--- src/rtl/cpu7_trap_ctrl.sv ---
// cpu7 trap/return sequencer: arbitrates interrupts, illegal-instruction
// exceptions and mret. It drains the pipeline with a req/ack handshake,
// then issues one-cycle PC-flush and mepc/mcause update pulses.
module cpu7_trap_ctrl #(
  parameter int unsigned XLEN        = 32,
  parameter int unsigned N_IRQ       = 4,
  parameter int unsigned VECTORED_EN = 1,
  parameter int unsigned DRAIN_TMO   = 15
) (
  input  logic             clk,
  input  logic             reset,
  input  logic [N_IRQ-1:0] irq,
  input  logic [N_IRQ-1:0] irq_en,
  input  logic             mstatus_mie,
  input  logic             illinstr,
  input  logic             mret,
  input  logic [XLEN-1:0]  cur_pc,
  input  logic [XLEN-1:0]  csr_mtvec,
  input  logic [XLEN-1:0]  csr_mepc,
  input  logic             drain_ack,
  output logic             drain_req,
  output logic             stall_f,
  output logic             kill_d,
  output logic             flush_pc_ena,
  output logic [XLEN-1:0]  flush_pc,
  output logic [XLEN-1:0]  mepc_wdata,
  output logic             mepc_we,
  output logic [XLEN-1:0]  mcause_wdata,
  output logic             mcause_we,
  output logic             drain_tmo_err
);

  localparam logic [1:0] S_IDLE  = 2'd0;
  localparam logic [1:0] S_DRAIN = 2'd1;
  localparam logic [1:0] S_FLUSH = 2'd2;

  logic [1:0]      state_q;
  logic            ret_q;
  logic [XLEN-1:0] cause_q;
  logic [XLEN-1:0] pc_q;
  logic [XLEN-1:0] target_q;
  logic [7:0]      cnt_q;
  logic            tmo_err_q;

  logic [N_IRQ-1:0] pend;
  logic             any_irq;
  logic             irq_found;
  logic [4:0]       irq_code;
  logic             event_hit;
  logic [XLEN-1:0]  cause_n;
  logic [XLEN-1:0]  base;
  logic [XLEN-1:0]  target_n;
  logic             unused_mtvec_bit;

  // mcause code for an interrupt channel index
  function automatic logic [4:0] chan_code(input int unsigned ch);
    if (ch == 0)      return 5'd7;
    else if (ch == 1) return 5'd11;
    else              return 5'(14 + ch);
  endfunction

  assign pend             = irq & irq_en & {N_IRQ{mstatus_mie}};
  assign any_irq          = |pend;
  assign event_hit        = illinstr | mret | any_irq;
  assign base             = {csr_mtvec[XLEN-1:2], 2'b00};
  assign unused_mtvec_bit = csr_mtvec[1];

  // Lowest-index pending channel wins arbitration
  always_comb begin
    irq_found = 1'b0;
    irq_code  = '0;
    for (int unsigned i = 0; i < N_IRQ; i++) begin
      if (pend[i] && !irq_found) begin
        irq_found = 1'b1;
        irq_code  = chan_code(i);
      end
    end
  end

  // Cause and redirect target for the event seen in IDLE
  always_comb begin
    cause_n  = '0;
    target_n = base;
    if (illinstr) begin
      cause_n = XLEN'(2);
    end else if (!mret) begin
      cause_n[4:0]      = irq_code;
      cause_n[XLEN-1]   = 1'b1;
      if ((VECTORED_EN != 0) && csr_mtvec[0])
        target_n = base + (XLEN'(irq_code) << 2);
    end
  end

  // Sequencer state, latched trap context, drain timeout counter
  always_ff @(posedge clk or negedge reset) begin
    if (!reset) begin
      state_q   <= S_IDLE;
      ret_q     <= 1'b0;
      cause_q   <= '0;
      pc_q      <= '0;
      target_q  <= '0;
      cnt_q     <= '0;
      tmo_err_q <= 1'b0;
    end else begin
      case (state_q)
        S_IDLE: begin
          if (event_hit) begin
            ret_q    <= mret & ~illinstr;
            cause_q  <= cause_n;
            pc_q     <= cur_pc;
            target_q <= target_n;
            cnt_q    <= '0;
            state_q  <= S_DRAIN;
          end
        end
        S_DRAIN: begin
          cnt_q <= cnt_q + 8'd1;
          if (drain_ack) begin
            state_q <= S_FLUSH;
          end else if (cnt_q == 8'(DRAIN_TMO - 1)) begin
            state_q   <= S_FLUSH;
            tmo_err_q <= 1'b1;
          end
        end
        S_FLUSH: state_q <= S_IDLE;
        default: state_q <= S_IDLE;
      endcase
    end
  end

  // Output decode; IDLE kill/stall is gated by reset so nothing leaks while held
  always_comb begin
    drain_req    = 1'b0;
    stall_f      = 1'b0;
    kill_d       = 1'b0;
    flush_pc_ena = 1'b0;
    flush_pc     = '0;
    mepc_wdata   = '0;
    mepc_we      = 1'b0;
    mcause_wdata = '0;
    mcause_we    = 1'b0;
    case (state_q)
      S_IDLE: begin
        stall_f = event_hit & reset;
        kill_d  = event_hit & reset;
      end
      S_DRAIN: begin
        drain_req = 1'b1;
        stall_f   = 1'b1;
        kill_d    = 1'b1;
      end
      S_FLUSH: begin
        kill_d       = 1'b1;
        flush_pc_ena = 1'b1;
        if (ret_q) begin
          flush_pc = csr_mepc;
        end else begin
          flush_pc     = target_q;
          mepc_we      = 1'b1;
          mepc_wdata   = pc_q;
          mcause_we    = 1'b1;
          mcause_wdata = cause_q;
        end
      end
      default: ;
    endcase
  end

  assign drain_tmo_err = tmo_err_q;

endmodule

--- config.mk ---
export PLATFORM = sky130hd
export DESIGN_NAME = cpu7_trap_ctrl
export DESIGN_NICKNAME = d
export VERILOG_FILES = /design/src/rtl/cpu7_trap_ctrl.sv
export SDC_FILE = /design/constraint.sdc
export NUM_CORES = 1
export LEC_CHECK = 0
export ABC_AREA = 1
export BUFFER_PORTS_ARGS = -buffer_cell sky130_fd_sc_hd__buf_2
export CORE_MARGIN = 8
export CORE_UTILIZATION = 47
export CTS_BUF_LIST = sky130_fd_sc_hd__clkbuf_4
export DETAILED_ROUTE_END_ITERATION = 8
export MAX_ROUTING_LAYER = met4
export PLACE_DENSITY = 0.8
export SETUP_SLACK_MARGIN = 0.4
export SLEW_MARGIN = 5
export SYNTH_ARGS = -nofsm -noshare
export SYNTH_HDL_FRONTEND = slang
export SYNTH_SLANG_ARGS = --single-unit
--- constraint.sdc ---
create_clock -name clk -period 2.4 [get_ports clk]
set_input_delay 0.48 -clock clk [delete_from_list [all_inputs] [get_ports clk]]
set_output_delay 0.48 -clock clk [all_outputs]
set_load 0.005 [all_outputs]
# == After elaboration in Yosys (flattened, before gate mapping) ==
# Index checks and enable logic that the tools add are counted.
# word_totals
reg_bits,82
out_inout_bits,103
wordCells,68
# classes
add_sub_neg,2
n_eq_ne,5
muxes,32
bitwise_logic,8
n_reduce_logical,14
# ops
op,count
two-way mux 32 bit,9
adder 32 x 7 -> 32 bit,1
two-way mux 5 bit,4
one-hot mux 8 bit (2 select lines),1
two-way mux 1 bit,9
adder 8 x 1 -> 8 bit (second input constant),1
AND 4 bit,2
equality test 8 x 4 -> 1 bit (second input constant),1
two-way mux 8 bit,1
two-way mux 2 bit,3
AND reduction 2 bit,3
two-way mux 4 bit,1
one-hot mux 1 bit (2 select lines),2
one-hot mux 2 bit (2 select lines),1
OR reduction 4 bit,1
logical AND 1 bit,3
zero test 1 bit,3
two-way mux 3 bit,1
!= test 3 bit (second input constant),1
AND reduction 3 bit,1
AND 1 bit,2
equality test 2 x 1 -> 1 bit (second input constant),1
equality test 2 bit (second input constant),1
zero test 2 bit,1
other kinds (5),7

# == Longest topological paths before layout ==
# Gate-level depths: netlist of the first run.
# depth
depth_word,16
mapped_depth,15
ltp_nobuf,14

# == Least setup slack after synthesis of the first run ==
# Ideal clock, no wire load.
# synth_path
path_kind,input -> register
start,input port irq_en[0]
end,register target_q[30]
arrival_ns,2.134
setup_slack_ns,0.149
cell_stages,15
path_cell_list,nand3_2 -> nand2_4 -> a21oi_1 -> inv_1 -> ha_1 -> fa_1 -> nand3_1 -> nand3_1 -> nand3_1 -> nand2_1 -> buf_2 -> nand3_1 -> nand2_1 -> nand3_1 -> nand2_1
# synth_via
elab_chain_len,16
# synth_rtl
element,line_no,rtl
from (decl),13,"input logic [N_IRQ-1:0] irq_en,"
AND 4 bit * (2 in series),62,assign pend = irq & irq_en & {N_IRQ{mstatus_mie}};
two-way mux 1 bit,73,if (pend[i] && !irq_found) begin
zero test 1 bit,73,
logical AND 1 bit,73,
two-way mux 1 bit,73,
zero test 1 bit,73,
logical AND 1 bit,73,
two-way mux 1 bit,73,
zero test 1 bit,73,
logical AND 1 bit,73,
two-way mux 5 bit,73,
adder 32 x 7 -> 32 bit,90,target_n = base + (XLEN'(irq_code) << 2);
two-way mux 32 bit,89,if ((VECTORED_EN != 0) && csr_mtvec[0])
two-way mux 32 bit,86,end else if (!mret) begin
two-way mux 32 bit,84,if (illinstr) begin
to (signal assigned),111,target_q <= target_n;
to (decl),41,logic [XLEN-1:0] target_q;
# Mark *: on every way between the ends. The rest lies on a longest branch, timed or not.
# A chain may end at the register's enable or synchronous reset.

# == Worst setup path in the final report of the first run ==
# layout_path
start,register state_q[0]
end,output port mcause_wdata[0]
# layout_via
elab_chain_len,2
# layout_rtl
element,line_no,rtl
from (decl),37,logic [1:0] state_q;
from (signal assigned),97,state_q <= S_IDLE;
from (signal assigned),113,state_q <= S_DRAIN;
from (signal assigned),119,state_q <= S_FLUSH;
equality test 2 bit,142,case (state_q)
two-way mux 32 bit,142,
to (decl),28,"output logic [XLEN-1:0] mcause_wdata,"
# No other way between the ends.

==> results.toml, run 1 <==
[timing]
finalSetupViolCount = 0
finalClockSkew_ps = 11.27
period_minus_slack_ps = 2244
rsz0062_at_grt = "true"
fmax_ghz = 0.4456
finalHoldViolations = 0
post-route-period-util_pct = 93.51
slew_viol_final = 0

[cells_and_area]
utilization_pct = 63.78
nFillCells = 1000
final_cells = 1132
design_area_um2 = 7158
drive_gt1_share_pct = 30.90
syn_to_final_growth_pct = 34.23
nNetsFinal = 1104

[placement]
gp_congestion = 0.9124
postPlaceCellArea_um2 = 6347
dpl.cell_count = 1090
numPortBuffers = 185
dp_hpwl_um = 11810

[drt]
dr_wl_met2_um = 8226
dr_wl_met3_um = 1210
met1_length_um = 7259
viasPerCell = 5.028
routed.top_layer = "met4"
antenna_left = 0
dr.pass1.iters = 5
drcViolationCount = 0
drtIter0Drc = 399
num_vias = 5692
avgRoutedWirePerCell_um = 15.18
totalWireLength_um = 17180

[global_route]
antenna_found_initial = 1
grt_max_degree = 90
grt_pass1_wl_um = 25940
grt_pass1_vias = 5314
grt.overflow.total = 0
gr-usage-all-layers_pct = 22.40

[clocking]
clockBufferDepth = 2
cts_made_buffers = 9
cts_tree = "built"
htreeDepth = 3
clkTransAtPathRegs_ps = 140
cts.sinks = 80
root_buffer = "clkbuf_4"
clk-insertion-delay-late_ps = 450

[critical_path]
crit_family = "buffers and inverters"
cp.buffers_inverters = 4
crit_fanout = 6
cp-end-kind = "primary output"
crit_type = "reg -> out"
slowest_stage = "dfrtp_1"
crit_chain = "inv_2, ha_4, nand2_8, buf_12, buf_16, nor2_1, buf_2"
slowest_delay_ps = 420
startpoint_type = "register"
crit_arrival_ps = 1760
worstPathRequired_ps = 1920

[power]
leakage_uw = 0.003871
internal_power_uw = 3678
p_sw_uw = 2889
switching_share_pct = 43.99
p_per_area_nw_per_um2 = 917.4
share_comb_of_total_power_pct = 53.9
clkPwrFrac_pct = 13.2
ir_drop_v = 0.0005467
pwr-share-seq_pct = 32.9

[floorplan]
die-height_um = 122.5
initial_core_util_pct = 47.51
coreArea_um2 = 11220
die_area_um2 = 15010
die_x_um = 122.5
io_pins = 213
num_rows = 39

[synthesis]
yosys.area.top_type = "dfrtp_1"
yosys-top-cells-area = "dfrtp_1 (38%), nand2_1 (15%), nand3_1 (8.4%)"
synth_cells = 780
synth_top_area_share_pct = 37.54
syn_area_um2 = 5333
syn_avg_cell_area_um2 = 6.837
ys_warn_count = 0
yosys_register_bits = 80
ys_seq_area_share_pct = 37.54
ys_types = 34

[flow_run]
max-cap-violations = 0

[run_status]
status = "completed"

[hold_path]
holdCritPathClass = "in -> async"
cells in the mapped netlist, drive strengths merged:
master	number
a21o	1
a21oi	9
a31oi	2
buf	40
clkbuf	18
clkinv	1
conb	1
dfrtp	80
fa	1
ha	11
inv	111
nand2	214
nand3	91
nand4	22
nor2	85
nor3	3
o211ai	2
o21ai	73
o21bai	6
o22ai	2
or2	1
xnor2	1
xor2	5
per-stage QoR:
step	power, uW	setup slack, ps	hold slack [ps]	setup TNS [ps]
2_1_floorplan	3981	265.3	184.4	0
3_3_place_gp	4764	-13.69	435.3	-31.10
3_5_place_dp	4828	-55.78	450.9	-205.6
4_1_cts	6227	194.0	129.0	0
5_1_grt	7083	74.30	141.5	0
6_report	6567	155.8	90.75	0
registers in the layout (all words and copies together) (netlist names):
register,cells
cause_q,6
ret_q,1
cnt_q,8
drain_tmo_err,1
pc_q,32
target_q,30
state_q,2
power groups by stage:
stage	Combinational [uW]	Clock [uW]	Sequential, uW
detailed placement	2640	0	2180
floorplan	1850	0	2130
finish	3540	864	2160
global route	3930	936	2210
global placement	2600	0	2160
CTS	3200	877	2150
layout by cell type, fill, tap and decap left out, types with 6 or more instances in the layout:
cell type,Yosys,final
inv_1,108,104
buf_12,0,7
ha_1,11,7
a21oi_1,9,6
nor2_4,3,18
dfrtp_1,80,80
o21ai_1,12,17
o21bai_1,6,6
buf_2,6,175
nand3_1,89,84
nor2_1,80,56
buf_6,6,9
conb_1,1,26
o21ai_0,61,54
nor2_2,2,11
nand4_1,22,22
nand2_2,3,6
nand2_1,208,204
clkbuf_4,0,10
buf_4,28,23
worst paths after layout:
| path | depth (start not counted) | from | end | slack (ps) |
|---|---|---|---|---|
| worst max-delay path | 7 | state_q[0]$_DFFE_PN0P_ | mcause_wdata[0] | 160 |
| max in group asynchronous | 2 | reset | cause_q[31]$_DFFE_PN0P_ | 1930 |
| worst min register to register | 1 | drain_tmo_err$_DFFE_PN0P_ | drain_tmo_err$_DFFE_PN0P_ | 490 |
| worst min-delay path | 2 | reset | target_q[28]$_DFFE_PN0P_ | 90 |
| worst max register to register | 10 | state_q[1]$_DFFE_PN0P_ | cnt_q[2]$_DFFE_PN0P_ | 560 |
| min in group clk | 3 | cur_pc[24] | pc_q[24]$_DFFE_PN0P_ | 220 |
per-layer routing:
metal	up-vias	track usage, %
met5	-	-
met4	0	9.063
li1	2830	-
met2	238	35.46
met1	2586	28.38
met3	38	3.220
kinds of logic (layout without fill, tap and decap cells):
group | Yosys count | count (layout) | share of synthesized area, %
and+or+nand+nor | 416 | 418 | 34.05
buffers and inverters | 170 | 350 | 14.97
AOI/OAI and AO/OA | 95 | 95 | 9.432
DFF | 80 | 80 | 37.54
adders and majority gates | 12 | 12 | 2.956
xor gates and xnor gates | 6 | 6 | 0.9854
other | 1 | 28 | 0.07032
timing repair:
action | 4_1_cts | 5_1_grt
pin swaps | 1 | 9
endpoints found under the setup margin | 76 | 97
gates resized for setup | 35 | 60
buffers inserted | 8 | 7
endpoints found under the hold margin | 0 | 0
gates cloned | 5 | 4
hold buffers | 0 | 0
layout make-up:
cell class,count,area [um2],area share (%)
inverters,112,440.4,6.153
repair inverters,2,25.02,0.3496
flip-flops and latches,80,2002,27.97
well taps,143,178.9,2.500
clock buffers,9,67.56,0.9439
multi-input cells,557,2925,40.87
repair buffers,220,1435,20.05
diodes,2,5.005,0.06992
clock inverters,7,78.83,1.101
Note: power is estimated with default switching activity, not from simulation.
==> run 2, diff against run 1 <==
--- a/config.mk
+++ b/config.mk
@@ -7,14 +7,17 @@
 export LEC_CHECK = 0
 export ABC_AREA = 1
 export BUFFER_PORTS_ARGS = -buffer_cell sky130_fd_sc_hd__buf_2
+export CELL_PAD_IN_SITES_DETAIL_PLACEMENT = 0
+export CELL_PAD_IN_SITES_GLOBAL_PLACEMENT = 2
 export CORE_MARGIN = 8
-export CORE_UTILIZATION = 47
+export CORE_UTILIZATION = 26
 export CTS_BUF_LIST = sky130_fd_sc_hd__clkbuf_4
 export DETAILED_ROUTE_END_ITERATION = 8
 export MAX_ROUTING_LAYER = met4
-export PLACE_DENSITY = 0.8
+export PLACE_DENSITY_LB_ADDON = 0.1
 export SETUP_SLACK_MARGIN = 0.4
 export SLEW_MARGIN = 5
 export SYNTH_ARGS = -nofsm -noshare
 export SYNTH_HDL_FRONTEND = slang
 export SYNTH_SLANG_ARGS = --single-unit
+export TNS_END_PERCENT = 30
==> run 2 against run 1 <==
Compared with the run above: die area increased by 69%; routed wire length grew 15%; cell area rose by 3.2%; worst setup slack improved by 22 ps; first-iteration DRC count down 29%; largest power group unchanged; via count decreased by 5.9%; maximum frequency is 0.98% higher; count of clock-buffer cells in the layout stayed put; global-route usage is 6.4 points lower; register-to-register slack got worse by 30 ps; largest cell class unchanged; critical path depth down 1; cell count up 12%.
==> results.toml, run 2 (synthesized netlist as in run 1, its figures left out) <==
[cells_and_area]
final_cells = 1270
syn_to_final_growth_pct = 38.48
top_regs = "pc_q: 32 flops, target_q: 30 flops, cnt_q: 8 flops"
utilization_pct = 36.61
nFillCells = 2240
seq_area_um2 = 2002
final_common_cell = "buf_2"
regMostFlops = "pc_q"
drive_gt1_share_pct = 31.86
largest_reg_flops = 32
design_area_um2 = 7385
final_cell_mix = "buf_2 (178), nand2_1 (177), inv_1 (106)"
nNetsFinal = 1115
multi_input_area_um2 = 2919

[drt]
drcViolationCount = 0
drtIter0Drc = 282
dr.pass1.iters = 4
avgRoutedWirePerCell_um = 15.54
num_vias = 5355
antenna_left = 0
viasPerCell = 4.217
totalWireLength_um = 19740

[floorplan]
coreArea_um2 = 20170
die-height_um = 159.2
die_x_um = 159.2
initial_core_util_pct = 26.44
io_pins = 213
die_area_um2 = 25350
num_rows = 52

[clocking]
cts_tree = "built"
clkTransAtPathRegs_ps = 180
root_buffer = "clkbuf_4"
clk-insertion-delay-late_ps = 480
cts.sinks = 80
clockBufferDepth = 2
cts_made_buffers = 9
htreeDepth = 3

[placement]
numPortBuffers = 185
dpl.cell_count = 1234
gp_congestion = 0.7604
postPlaceCellArea_um2 = 6631
dp_hpwl_um = 14580

[run_status]
status = "completed"

[global_route]
antenna_found_initial = 1
grt_pass1_vias = 5765
grt_max_degree = 115
grt.overflow.total = 0
gr-usage-all-layers_pct = 15.96
grt_pass1_wl_um = 31800

[critical_path]
crit_arrival_ps = 1740
worstPathRequired_ps = 1920
reg2regPathDepth = 8
crit_type = "reg -> out"
r2r_end = "target_q[20]$_DFFE_PN0P_"
crit_fanout = 2
rrSetupSlack_ps = 530
crit_start = "state_q[1]$_DFFE_PN0P_"
reg2reg_from = "state_q[1]$_DFFE_PN0P_"
startpoint_type = "register"
cp-end-kind = "primary output"

[timing]
finalClockSkew_ps = 39.31
finalHoldViolations = 0
period_minus_slack_ps = 2223
finalSetupViolCount = 0
tightest_slew_ps = 638.5
slew_headroom_pct = 56.98
post-route-period-util_pct = 92.60
rsz0062_at_grt = "true"
setup-tns-final_ps = 0
slew_viol_final = 0
fmax_ghz = 0.4499

[power]
leakage_uw = 0.004032
ir_drop_v = 0.0005179
share_comb_of_total_power_pct = 52.4
pwr-share-seq_pct = 33.5
switching_share_pct = 44.60
p_per_area_nw_per_um2 = 901.2
power_uw = 6655
clkPwrFrac_pct = 14.1
internal_power_uw = 3687
p_sw_uw = 2968

[flow_run]
max-cap-violations = 0

[hold_path]
holdCritPathClass = "in -> async"
==> run 2: stage by stage <==
stage	hold slack, ps	setup WS [ps]
finish	67.06	177.5
global route	37.52	86.36
CTS	36.84	124.7
detailed placement	463.0	-148.9
global placement	438.6	-95.17
floorplan	184.4	265.0
==> run 2: power by group through the flow <==
stage	clock [uW]	combinational, uW	sequential [uW]
after floorplan	0	1850	2130
after global placement	0	2820	2180
after detailed placement	0	2820	2200
after CTS	999	3330	2200
after global routing	1050	3960	2290
final	938	3490	2230
==> run 2: area by class of cell <==
type / count / area share [%]
Antenna cell: 2 / 0.06777
Clock buffer: 9 / 0.9149
Clock inverter: 7 / 1.152
Inverter: 112 / 5.930
Multi-Input combinational cell: 555 / 39.53
Sequential cell: 80 / 27.11
Tap cell: 270 / 4.575
Timing Repair Buffer: 235 / 20.72
==> run 2: timing repair <==
item	4_1_cts	5_1_grt
hold buffers	0	0
pin swaps	4	4
gates resized for setup	56	42
gates cloned	3	2
setup buffers	11	2
endpoints found under the setup margin	76	98
==> run 2: how the worst max path moves through the flow <==
stage          slack, ps                        to  cells after the start
3_3_place_gp        -100  target_q[22]$_DFFE_PN0P_                     14
4_1_cts              120              flush_pc[19]                      7
6_report             180                    kill_d                      6
2_1_floorplan        270  target_q[30]$_DFFE_PN0P_                     15
3_5_place_dp        -150  target_q[14]$_DFFE_PN0P_                     14
5_1_grt               90              flush_pc[17]                      7
==> run 2: critical path, stage by stage (launching register included) <==
cell and delay, ps:
dfrtp_1 450, buf_4 160, buf_4 130, buf_4 120, ha_1 170, a21oi_1 110, buf_2 130
==> run 2: per-layer routing <==
layer / vias up / global-route usage (%) / share of wire (%)
li1: 2840 / - / -
met1: 2367 / 21.98 / 52
met2: 134 / 23.72 / 43
met3: 14 / 2.947 / 4.0
met4: 0 / 3.988 / 0.90
met5: - / - / 0
==> run 3, diff against run 2 <==
--- a/config.mk
+++ b/config.mk
@@ -9,13 +9,14 @@
 export BUFFER_PORTS_ARGS = -buffer_cell sky130_fd_sc_hd__buf_2
 export CELL_PAD_IN_SITES_DETAIL_PLACEMENT = 0
 export CELL_PAD_IN_SITES_GLOBAL_PLACEMENT = 2
+export CORE_ASPECT_RATIO = 0.6
 export CORE_MARGIN = 8
 export CORE_UTILIZATION = 26
 export CTS_BUF_LIST = sky130_fd_sc_hd__clkbuf_4
 export DETAILED_ROUTE_END_ITERATION = 8
 export MAX_ROUTING_LAYER = met4
 export PLACE_DENSITY_LB_ADDON = 0.1
-export SETUP_SLACK_MARGIN = 0.4
+export SETUP_SLACK_MARGIN = 0.3
 export SLEW_MARGIN = 5
 export SYNTH_ARGS = -nofsm -noshare
 export SYNTH_HDL_FRONTEND = slang
==> run 3 against run 2 <==
Compared with the run above: global-route usage about the same; highest routed layer unchanged; sequential power decreased by 4%; worst hold slack got worse by 3.9 ps; worst setup slack got worse by 42 ps; sequential share of layout area increased by 0.92 points; count of clock-buffer cells in the layout unchanged; via count increased by 1.2%.
==> results.toml, run 3 (synthesized netlist as in run 1, its figures left out) <==
[floorplan]
coreArea_um2 = 20070
die_area_um2 = 25500
io_pins = 213
die_x_um = 200.9
die-height_um = 126.9
num_rows = 40
initial_core_util_pct = 26.57

[drt]
drtIter0Drc = 324
dr_wl_met3_um = 992
viasPerCell = 4.278
totalWireLength_um = 20210
antenna_left = 0
routed.top_layer = "met4"
num_vias = 5420
dr.pass1.iters = 4
dr_wl_met2_um = 7787
drcViolationCount = 0
met1_length_um = 11280
avgRoutedWirePerCell_um = 15.95

[cells_and_area]
syn_to_final_growth_pct = 33.95
final_cell_mix = "nand2_1 (202), buf_2 (184), inv_1 (107)"
largest_reg_flops = 32
final_common_cell = "nand2_1"
seq_area_um2 = 2002
drive_gt1_share_pct = 29.49
nFillCells = 2244
design_area_um2 = 7143
multi_input_area_um2 = 2773
nNetsFinal = 1109
regMostFlops = "pc_q"
top_regs = "pc_q: 32 flops, target_q: 30 flops, cnt_q: 8 flops"

[clocking]
clk-insertion-delay-late_ps = 460
root_buffer = "clkbuf_4"
clkTransAtPathRegs_ps = 130
htreeDepth = 3
cts_made_buffers = 9
clockBufferDepth = 2
cts.sinks = 80
cts_tree = "built"

[timing]
hold_ws_ps = 63.15
fin_ws_ps = 135.3
setup-tns-final_ps = 0
finalHoldViolations = 0
slew_headroom_pct = 66.44
finalSetupViolCount = 0
tightest_slew_ps = 503.5
fmax_ghz = 0.4416
period_minus_slack_ps = 2265
finalClockSkew_ps = 13.79
slew_viol_final = 0
rsz0062_at_grt = "true"
post-route-period-util_pct = 94.36

[global_route]
gr-usage-all-layers_pct = 16.00
antenna_found_initial = 4
grt_max_degree = 115
grt_pass1_wl_um = 31360
grt.overflow.total = 0
grt_pass1_vias = 5340

[hold_path]
holdCritPathClass = "in -> async"

[placement]
numPortBuffers = 185
gp_congestion = 0.8101
pre_cts_ws_ps = -152.7
postPlaceCellArea_um2 = 6640
dp_hpwl_um = 14910

[critical_path]
crit_arrival_ps = 1780
crit_start = "state_q[0]$_DFFE_PN0P_"
crit_type = "reg -> out"
worstPathRequired_ps = 1920
slowest_delay_ps = 420
crit_fanout = 8
crit_chain = "inv_2, ha_4, nand2_8, buf_12, clkbuf_16, nor2_1, buf_2"
startpoint_type = "register"
reg2reg_from = "state_q[0]$_DFFE_PN0P_"
slowest_stage = "dfrtp_1"
cp-end-kind = "primary output"

[power]
ir_drop_v = 0.0009055
p_per_area_nw_per_um2 = 893.9
leakage_uw = 0.003855
power_uw = 6385

[flow_run]
max-cap-violations = 0

[run_status]
status = "completed"
-- run 3: cell count changes in the layout (fill, tap and decap cells not counted), moves of 8 or more --
cell,delta
nand2_1,+25
nand2_4,-16
nor2_1,-13
nor2_2,+11
nand2_2,-9
buf_6,-8
-- run 3: through the flow --
| step | instances | util (%) |
|---|---|---|
| finish | 1267 | 35.59 |
| global route | 1267 | 35.59 |
| CTS | 1257 | 34.82 |
| detailed placement | 1236 | 33.09 |
| global placement | 1236 | 33.09 |
| floorplan | 805 | - |
-- run 3: repair_timing --
item | 4_1_cts | 5_1_grt
pin swaps | 1 | 1
buffers inserted | 5 | 4
hold buffers | 0 | 0
setup endpoints to repair | 75 | 85
gates cloned | 2 | 2
gates resized for setup | 26 | 25
-- run 3: power breakdown --
part           switching (uW)  internal (uW)
sequential                220           1930
clock                     513            405
combinational            2040           1280
-- run 3: layout make-up --
type | count | area share (%)
Sequential cell | 80 | 28.03
Inverter | 112 | 6.131
Timing Repair Buffer | 229 | 20.13
Tap cell | 273 | 4.782
Clock buffer | 9 | 0.9459
Multi-Input combinational cell | 555 | 38.82
Antenna cell | 4 | 0.1401
Clock inverter | 5 | 1.033
-- run 3: critical path: cells and delay by family, from the launching register on --
kind,cells,cell delay (ps)
buffers and inverters,4,520
flip-flops,1,420
adder cells (fa/ha/maj),1,210
AND/OR/NAND/NOR,2,180
-- run 3: routing by layer --
layer,GRT usage [%],vias to the layer above
li1,-,2839
met1,24.41,2444
met2,20.55,128
met3,3.762,9
met4,3.233,0
met5,-,-
-- run 3: worst paths after layout --
kind                                        endpoint  slack, ps  cells past startpoint
max                                   mepc_wdata[31]        140                      7
min                             pc_q[26]$_DFFE_PN0P_         60                      2
max reg2reg                  target_q[5]$_DFFE_PN0P_        670                      8
min reg2reg                drain_tmo_err$_DFFE_PN0P_        470                      1
max in group asynchronous        pc_q[7]$_DFFE_PN0P_       1980                      2
min in group clk                 pc_q[4]$_DFFE_PN0P_        210                      3
